<file path="config.mk">
export PLATFORM = sky130hd
export DESIGN_NAME = button_event_decoder
export DESIGN_NICKNAME = d
export VERILOG_FILES = /design/src/rtl/button_event_decoder.sv
export SDC_FILE = /design/constraint.sdc
export NUM_CORES = 1
export LEC_CHECK = 0
export ABC_AREA = 1
export CAP_MARGIN = 30
export CORE_MARGIN = 4
export CORE_UTILIZATION = 53
export CTS_CLUSTER_SIZE = 24
export DETAILED_ROUTE_END_ITERATION = 16
export HOLD_SLACK_MARGIN = 0.1
export PLACE_DENSITY = 0.76
export REMOVE_ABC_BUFFERS = 1
export SLEW_MARGIN = 15
export SYNTH_ARGS = -nofsm -noshare
export SYNTH_HDL_FRONTEND = slang
export SYNTH_SLANG_ARGS = --single-unit
</file>
<file path="constraint.sdc">
create_clock -name clk -period 1.8 [get_ports clk]
set_input_delay 0.36 -clock clk [delete_from_list [all_inputs] [get_ports clk]]
set_output_delay 0.36 -clock clk [all_outputs]
set_load 0.1 [all_outputs]
</file>
<file path="src/rtl/button_event_decoder.sv">
// Debounces a raw button pin and emits one duration-tagged event per completed press over valid/ready.
// Define BUTTON_EVENT_REPEAT_EN to add auto-repeat events while a long press is held.
module button_event_decoder #(
    parameter int PRESCALE_TICKS = 240,
    parameter int DEBOUNCE_TICKS = 1000,
    parameter int LONG_TICKS     = 50000,
    parameter int DUR_W          = 17,
    parameter int REPEAT_TICKS   = 10000
) (
    input  logic             clk,
    input  logic             reset,
    input  logic             btn_in,
    output logic             btn_level,
    output logic             evt_valid,
    input  logic             evt_ready,
    output logic             evt_long,
    output logic [DUR_W-1:0] evt_dur,
    output logic             evt_overrun
);

    // state      | meaning
    // IDLE       | debounced level low, waiting for the pin to rise
    // PRESS_DB   | pin high, confirming the press
    // HELD       | press confirmed, duration running
    // RELEASE_DB | pin low, confirming the release; duration still running
    typedef enum logic [1:0] {IDLE, PRESS_DB, HELD, RELEASE_DB} state_t;

    localparam int PW = (PRESCALE_TICKS > 1) ? $clog2(PRESCALE_TICKS) : 1;
    localparam int DW = (DEBOUNCE_TICKS > 1) ? $clog2(DEBOUNCE_TICKS) : 1;
    localparam logic [PW-1:0]    PRESC_LAST = PW'(PRESCALE_TICKS - 1);
    localparam logic [DW-1:0]    DB_LAST    = DW'(DEBOUNCE_TICKS - 1);
    localparam logic [DUR_W-1:0] LONG_VAL   = DUR_W'(LONG_TICKS);

    if (PRESCALE_TICKS < 2 || DEBOUNCE_TICKS < 1 || REPEAT_TICKS < 1 ||
        LONG_TICKS < 1 || LONG_TICKS >= 2**DUR_W) begin : g_param_error
        $error("button_event_decoder: illegal parameter combination");
    end

    state_t           r_state, w_state_n;
    logic             r_sync1, r_sync2;
    logic [PW-1:0]    r_presc;
    logic [DW-1:0]    r_db_cnt, w_db_cnt_n;
    logic [DUR_W-1:0] r_dur, w_dur_n, w_dur_inc, w_emit_dur;
    logic             r_level, w_level_n;
    logic             r_evt_valid, r_evt_long, r_overrun;
    logic [DUR_W-1:0] r_evt_dur;
    logic             w_tick, w_timing, w_emit, w_emit_long, w_rep_hit, w_xfer;

    assign w_tick    = (r_presc == PRESC_LAST);
    assign w_timing  = (r_state == HELD) || (r_state == RELEASE_DB);
    assign w_dur_inc = (r_dur == '1) ? r_dur : r_dur + DUR_W'(1);
    assign w_xfer    = r_evt_valid && evt_ready;

    always_ff @(posedge clk or posedge reset) begin
        if (reset) begin
            r_sync1 <= 1'b0;
            r_sync2 <= 1'b0;
            r_presc <= '0;
        end else begin
            r_sync1 <= btn_in;
            r_sync2 <= r_sync1;
            r_presc <= w_tick ? '0 : r_presc + PW'(1);
        end
    end

    always_ff @(posedge clk or posedge reset) begin
        if (reset) r_state <= IDLE;
        else       r_state <= w_state_n;
    end

    always_comb begin
        w_state_n   = r_state;
        w_db_cnt_n  = r_db_cnt;
        w_dur_n     = r_dur;
        w_level_n   = r_level;
        w_emit      = 1'b0;
        w_emit_long = 1'b0;
        w_emit_dur  = w_dur_inc;
        if (w_tick && w_timing) w_dur_n = w_dur_inc;
        case (r_state)
            IDLE: begin
                if (r_sync2) begin
                    w_state_n  = PRESS_DB;
                    w_db_cnt_n = '0;
                end
            end
            PRESS_DB: begin
                if (!r_sync2) begin
                    w_state_n  = IDLE;
                    w_db_cnt_n = '0;
                end else if (w_tick) begin
                    if (r_db_cnt == DB_LAST) begin
                        w_state_n  = HELD;
                        w_level_n  = 1'b1;
                        w_dur_n    = '0;
                        w_db_cnt_n = '0;
                    end else begin
                        w_db_cnt_n = r_db_cnt + DW'(1);
                    end
                end
            end
            HELD: begin
                if (!r_sync2) begin
                    w_state_n  = RELEASE_DB;
                    w_db_cnt_n = '0;
                end
            end
            RELEASE_DB: begin
                if (r_sync2) begin
                    w_state_n = HELD;
                end else if (w_tick) begin
                    if (r_db_cnt == DB_LAST) begin
                        w_state_n   = IDLE;
                        w_level_n   = 1'b0;
                        w_db_cnt_n  = '0;
                        w_emit      = 1'b1;
                        w_emit_long = (w_dur_inc >= LONG_VAL);
                    end else begin
                        w_db_cnt_n = r_db_cnt + DW'(1);
                    end
                end
            end
            default: w_state_n = IDLE;
        endcase
        // A repeat landing on the release-confirm tick is folded into the release event.
        if (w_rep_hit && !w_emit) begin
            w_emit      = 1'b1;
            w_emit_long = 1'b1;
        end
    end

`ifdef BUTTON_EVENT_REPEAT_EN
    localparam int RW = (REPEAT_TICKS > 1) ? $clog2(REPEAT_TICKS) : 1;
    localparam logic [RW-1:0]    REP_LAST  = RW'(REPEAT_TICKS - 1);
    localparam logic [DUR_W-1:0] LONG_PREV = DUR_W'(LONG_TICKS - 1);

    logic [RW-1:0] r_rep_cnt, w_rep_cnt_n;

    always_comb begin
        w_rep_cnt_n = r_rep_cnt;
        w_rep_hit   = 1'b0;
        if (w_tick && w_timing) begin
            if (r_dur == LONG_PREV) begin
                w_rep_hit   = 1'b1;
                w_rep_cnt_n = '0;
            end else if (r_dur >= LONG_VAL) begin
                if (r_rep_cnt == REP_LAST) begin
                    w_rep_hit   = 1'b1;
                    w_rep_cnt_n = '0;
                end else begin
                    w_rep_cnt_n = r_rep_cnt + RW'(1);
                end
            end
        end
    end

    always_ff @(posedge clk or posedge reset) begin
        if (reset) r_rep_cnt <= '0;
        else       r_rep_cnt <= w_rep_cnt_n;
    end
`else
    assign w_rep_hit = 1'b0;
`endif

    always_ff @(posedge clk or posedge reset) begin
        if (reset) begin
            r_db_cnt    <= '0;
            r_dur       <= '0;
            r_level     <= 1'b0;
            r_evt_valid <= 1'b0;
            r_evt_long  <= 1'b0;
            r_evt_dur   <= '0;
            r_overrun   <= 1'b0;
        end else begin
            r_db_cnt <= w_db_cnt_n;
            r_dur    <= w_dur_n;
            r_level  <= w_level_n;
            if (w_emit && (!r_evt_valid || w_xfer)) begin
                r_evt_valid <= 1'b1;
                r_evt_long  <= w_emit_long;
                r_evt_dur   <= w_emit_dur;
            end else if (w_emit) begin
                r_overrun <= 1'b1;
            end else if (w_xfer) begin
                r_evt_valid <= 1'b0;
            end
        end
    end

    assign btn_level   = r_level;
    assign evt_valid   = r_evt_valid;
    assign evt_long    = r_evt_long;
    assign evt_dur     = r_evt_dur;
    assign evt_overrun = r_overrun;

endmodule

</file>
==> run metrics <==
number of fill cells ~360; number of synthesized register bits 60; slew at the pin closest to its max-slew limit about 0.32 ns; core area 5960 um2; CTS max path bufs 2; Worst Setup SP r_dur[6]; syn avg cell area 7.38 um2; failing checks setup timing; Via Count 3330; period utilization 110%; Final Max Tran Viols 0; skew final 0.0116 ns; ANT cells 0; CTS Hold Bufs 0; routed length per placed instance 14.6 um; Die ar. 7520 um2; worst hold endpoint r_sync2; CP Cell Sequence nand2_1 > nor2_2 > nand2_2 > nor2_4 > nand2_4 > buf_4 > nand2_1 > inv_1 > nand2_1 > nand3_1 > nand3_1 > nand2_1 > inv_1; Antenna Nets Post-Route 0; Hold Path Class reg2reg; final hold viol count 0; RePlAce Congestion about 0.92; CP startpoint kind register; WHS Path Cells 0; DIE WIDTH 86.7 um; Critical-path top delay cell dfrtp_1; commonest non-fill, non-tap cell in the layout nand2_1; Internal 2340 uW; Initial Utilization 55.1%; Worst setup EP type register; reg2reg path depth 13; CP max stage delay around 0.45 ns; sequential area share after synthesis approximately 46%; Post-Syn Area 3280 um2; Worst-Skew Late Latency 0.35 ns; synth warn 0; sw frac 24.9%; worst reg2reg startpoint r_dur[6]; TritonCTS Sinks 60; Worst-path clk slew 0.07 ns; routed vias/inst 5.35; GRT Total Usage 24.2%; DRT Wirelength 9.09 mm; Worst Path Required 2.09 ns; ratio of cells with drive above 1 in the final layout 30.0%; root buffer cell clkbuf_8; Synth top area share 45.7%; status finished, violations left; PwrDens 653 nW/um2; end-of-flow core utilization 80.0%; global route overflow 0; cells after synthesis 445; Synth area leaders dfrtp_1 (46%), nand2_1 (14%), inv_1 (8.5%); most frequent cells in the layout nand2_1 (119), inv_1 (68), dfrtp_1 (59); Comb pwr share under 10%; area leader, netlist dfrtp_1; HPWL after DPL 5.80 mm; Hold Crit Start r_sync1; Netlist cell types 30; MaxCap Viol Count 0; 1st-pass router iterations 5; io pins 25; P_sw 775 uW; port bufs 24; CTS buffer count 9; VDD IR max 0.000571 V; reg-to-reg critical path endpoint evt_long; most common cell type on the critical path nand2_1; CTS tree built; critical path class reg2reg; DRC viols 0; # rows 28; P_leak 0.00244 uW; maximum number of pins on one net before global-route repair 61; RSZ-0062 raised after global routing yes; Final WS setup -0.185 ns; Rel. slew slack roughly four fifths; Final Setup Violations 19; CP arrival 2.28 ns; Max Clock Freq 0.504 GHz; Chip Height 86.7 um; crit path time final roughly 2 ns; setup tns final -1.10 ns; first-pass GRT wire length about 14 mm; CP Max Fanout 6; initial antenna violation count 0; area grow syn2layout 45.2%; worst path bufs/invs 3; R2R setup slack -0.18 ns; family with the most delay on the worst path simple AND/OR/NAND/NOR gates; sequential share of power between 40% and 50%; H-tree lvl count 3; layout net count 549; Iter 0 DRT Violations 199; number of global-route vias before repair 3204; clock share of power a little under half
==> registers in the layout, summed over array words and instances, names as in the netlist, named ones only <==
signal,cells
evt_dur,17
r_dur,17
r_db_cnt,10
r_presc,8
btn_level,1
evt_long,1
evt_overrun,1
evt_valid,1
r_state,1
r_sync1,1
r_sync2,1
==> cell usage after synthesis <==
library cell,n
nand3_1,26
xnor2_1,1
buf_6,1
o21bai_1,1
clkinv_1,1
nand2_2,7
inv_2,2
nand2_1,126
nor2_2,1
nand4_1,9
o211ai_1,15
o21ai_0,23
nor2_4,5
nand2_4,1
or2_2,2
ha_1,3
nor3_2,1
inv_1,74
dfrtp_1,60
a31o_2,1
nor3b_1,1
xor2_1,4
nor2_1,53
clkbuf_1,4
nand3b_1,1
buf_2,1
nand3_2,2
a21oi_1,14
nor3_1,4
nand4_2,1
==> power groups by stage <==
stage | Clock [uW] | Sequential [uW] | Combinational [uW]
6_report | 1440 | 1410 | 262
5_1_grt | 1520 | 1410 | 295
4_1_cts | 1450 | 1410 | 238
3_5_place_dp | 0 | 1430 | 229
3_3_place_gp | 0 | 1430 | 217
2_1_floorplan | 0 | 1420 | 169
==> routing by layer <==
metal / wire length [um] / vias up / track usage (%)
met5: 0 / - / 0
met2: 4680 / 111 / 41.9
met4: 279 / 0 / 8.78
met1: 3610 / 1579 / 29.0
li1: - / 1608 / -
met3: 515 / 32 / 6.37
==> cell type report <==
type	instances	area (um2)	share of cell area, %
Tap cell	75	93.8	1.97
Multi-Input combinational cell	303	1600	33.6
Timing Repair Buffer	91	1040	21.8
Clock inverter	3	67.6	1.42
Inverter	77	289	6.06
Sequential cell	60	1500	31.5
Clock buffer	13	169	3.54
==> what timing repair did <==
action	in CTS	in global routing
buffers inserted	8	12
cloned	1	2
resized for setup	17	42
setup endpoints to repair	22	39
pin swaps	2	13
==> per-stage QoR <==
stage | power [uW] | cell area, um2 | std cells | setup slack (ns) | hold WS (ns)
2_1_floorplan | 1590 | 3250 | 439 | -0.312 | 0.331
3_3_place_gp | 1640 | 4170 | 585 | -0.0491 | 0.337
3_5_place_dp | 1660 | 4170 | 585 | -0.102 | 0.339
4_1_cts | 3100 | 4520 | 610 | -0.0216 | 0.346
5_1_grt | 3230 | 4770 | 622 | -0.347 | 0.357
6_report | 3110 | 4770 | 622 | -0.185 | 0.340
==> logic make-up (layout without fill, tap and decap cells) <==
group                    after synthesis  after routing  synth area share, %
AND/OR/NAND/NOR                      240            241                 32.5
buffers and inverters                 83            184                 9.76
flip-flops                            60             60                 45.7
AO/OA/AOI/OAI                         54             54                 9.57
XOR/XNOR                               5              5                 1.33
adder cells (fa/ha/maj)                3              3                 1.14
==> worst max path at each step <==
| stage | to | depth (start not counted) |
|---|---|---|
| 4_1_cts | evt_long | 14 |
| 3_5_place_dp | evt_long | 13 |
| 6_report | evt_long | 13 |
| 2_1_floorplan | evt_long | 8 |
| 3_3_place_gp | evt_long | 13 |
| 5_1_grt | evt_long | 13 |
Power figures use the tool's default switching activity.
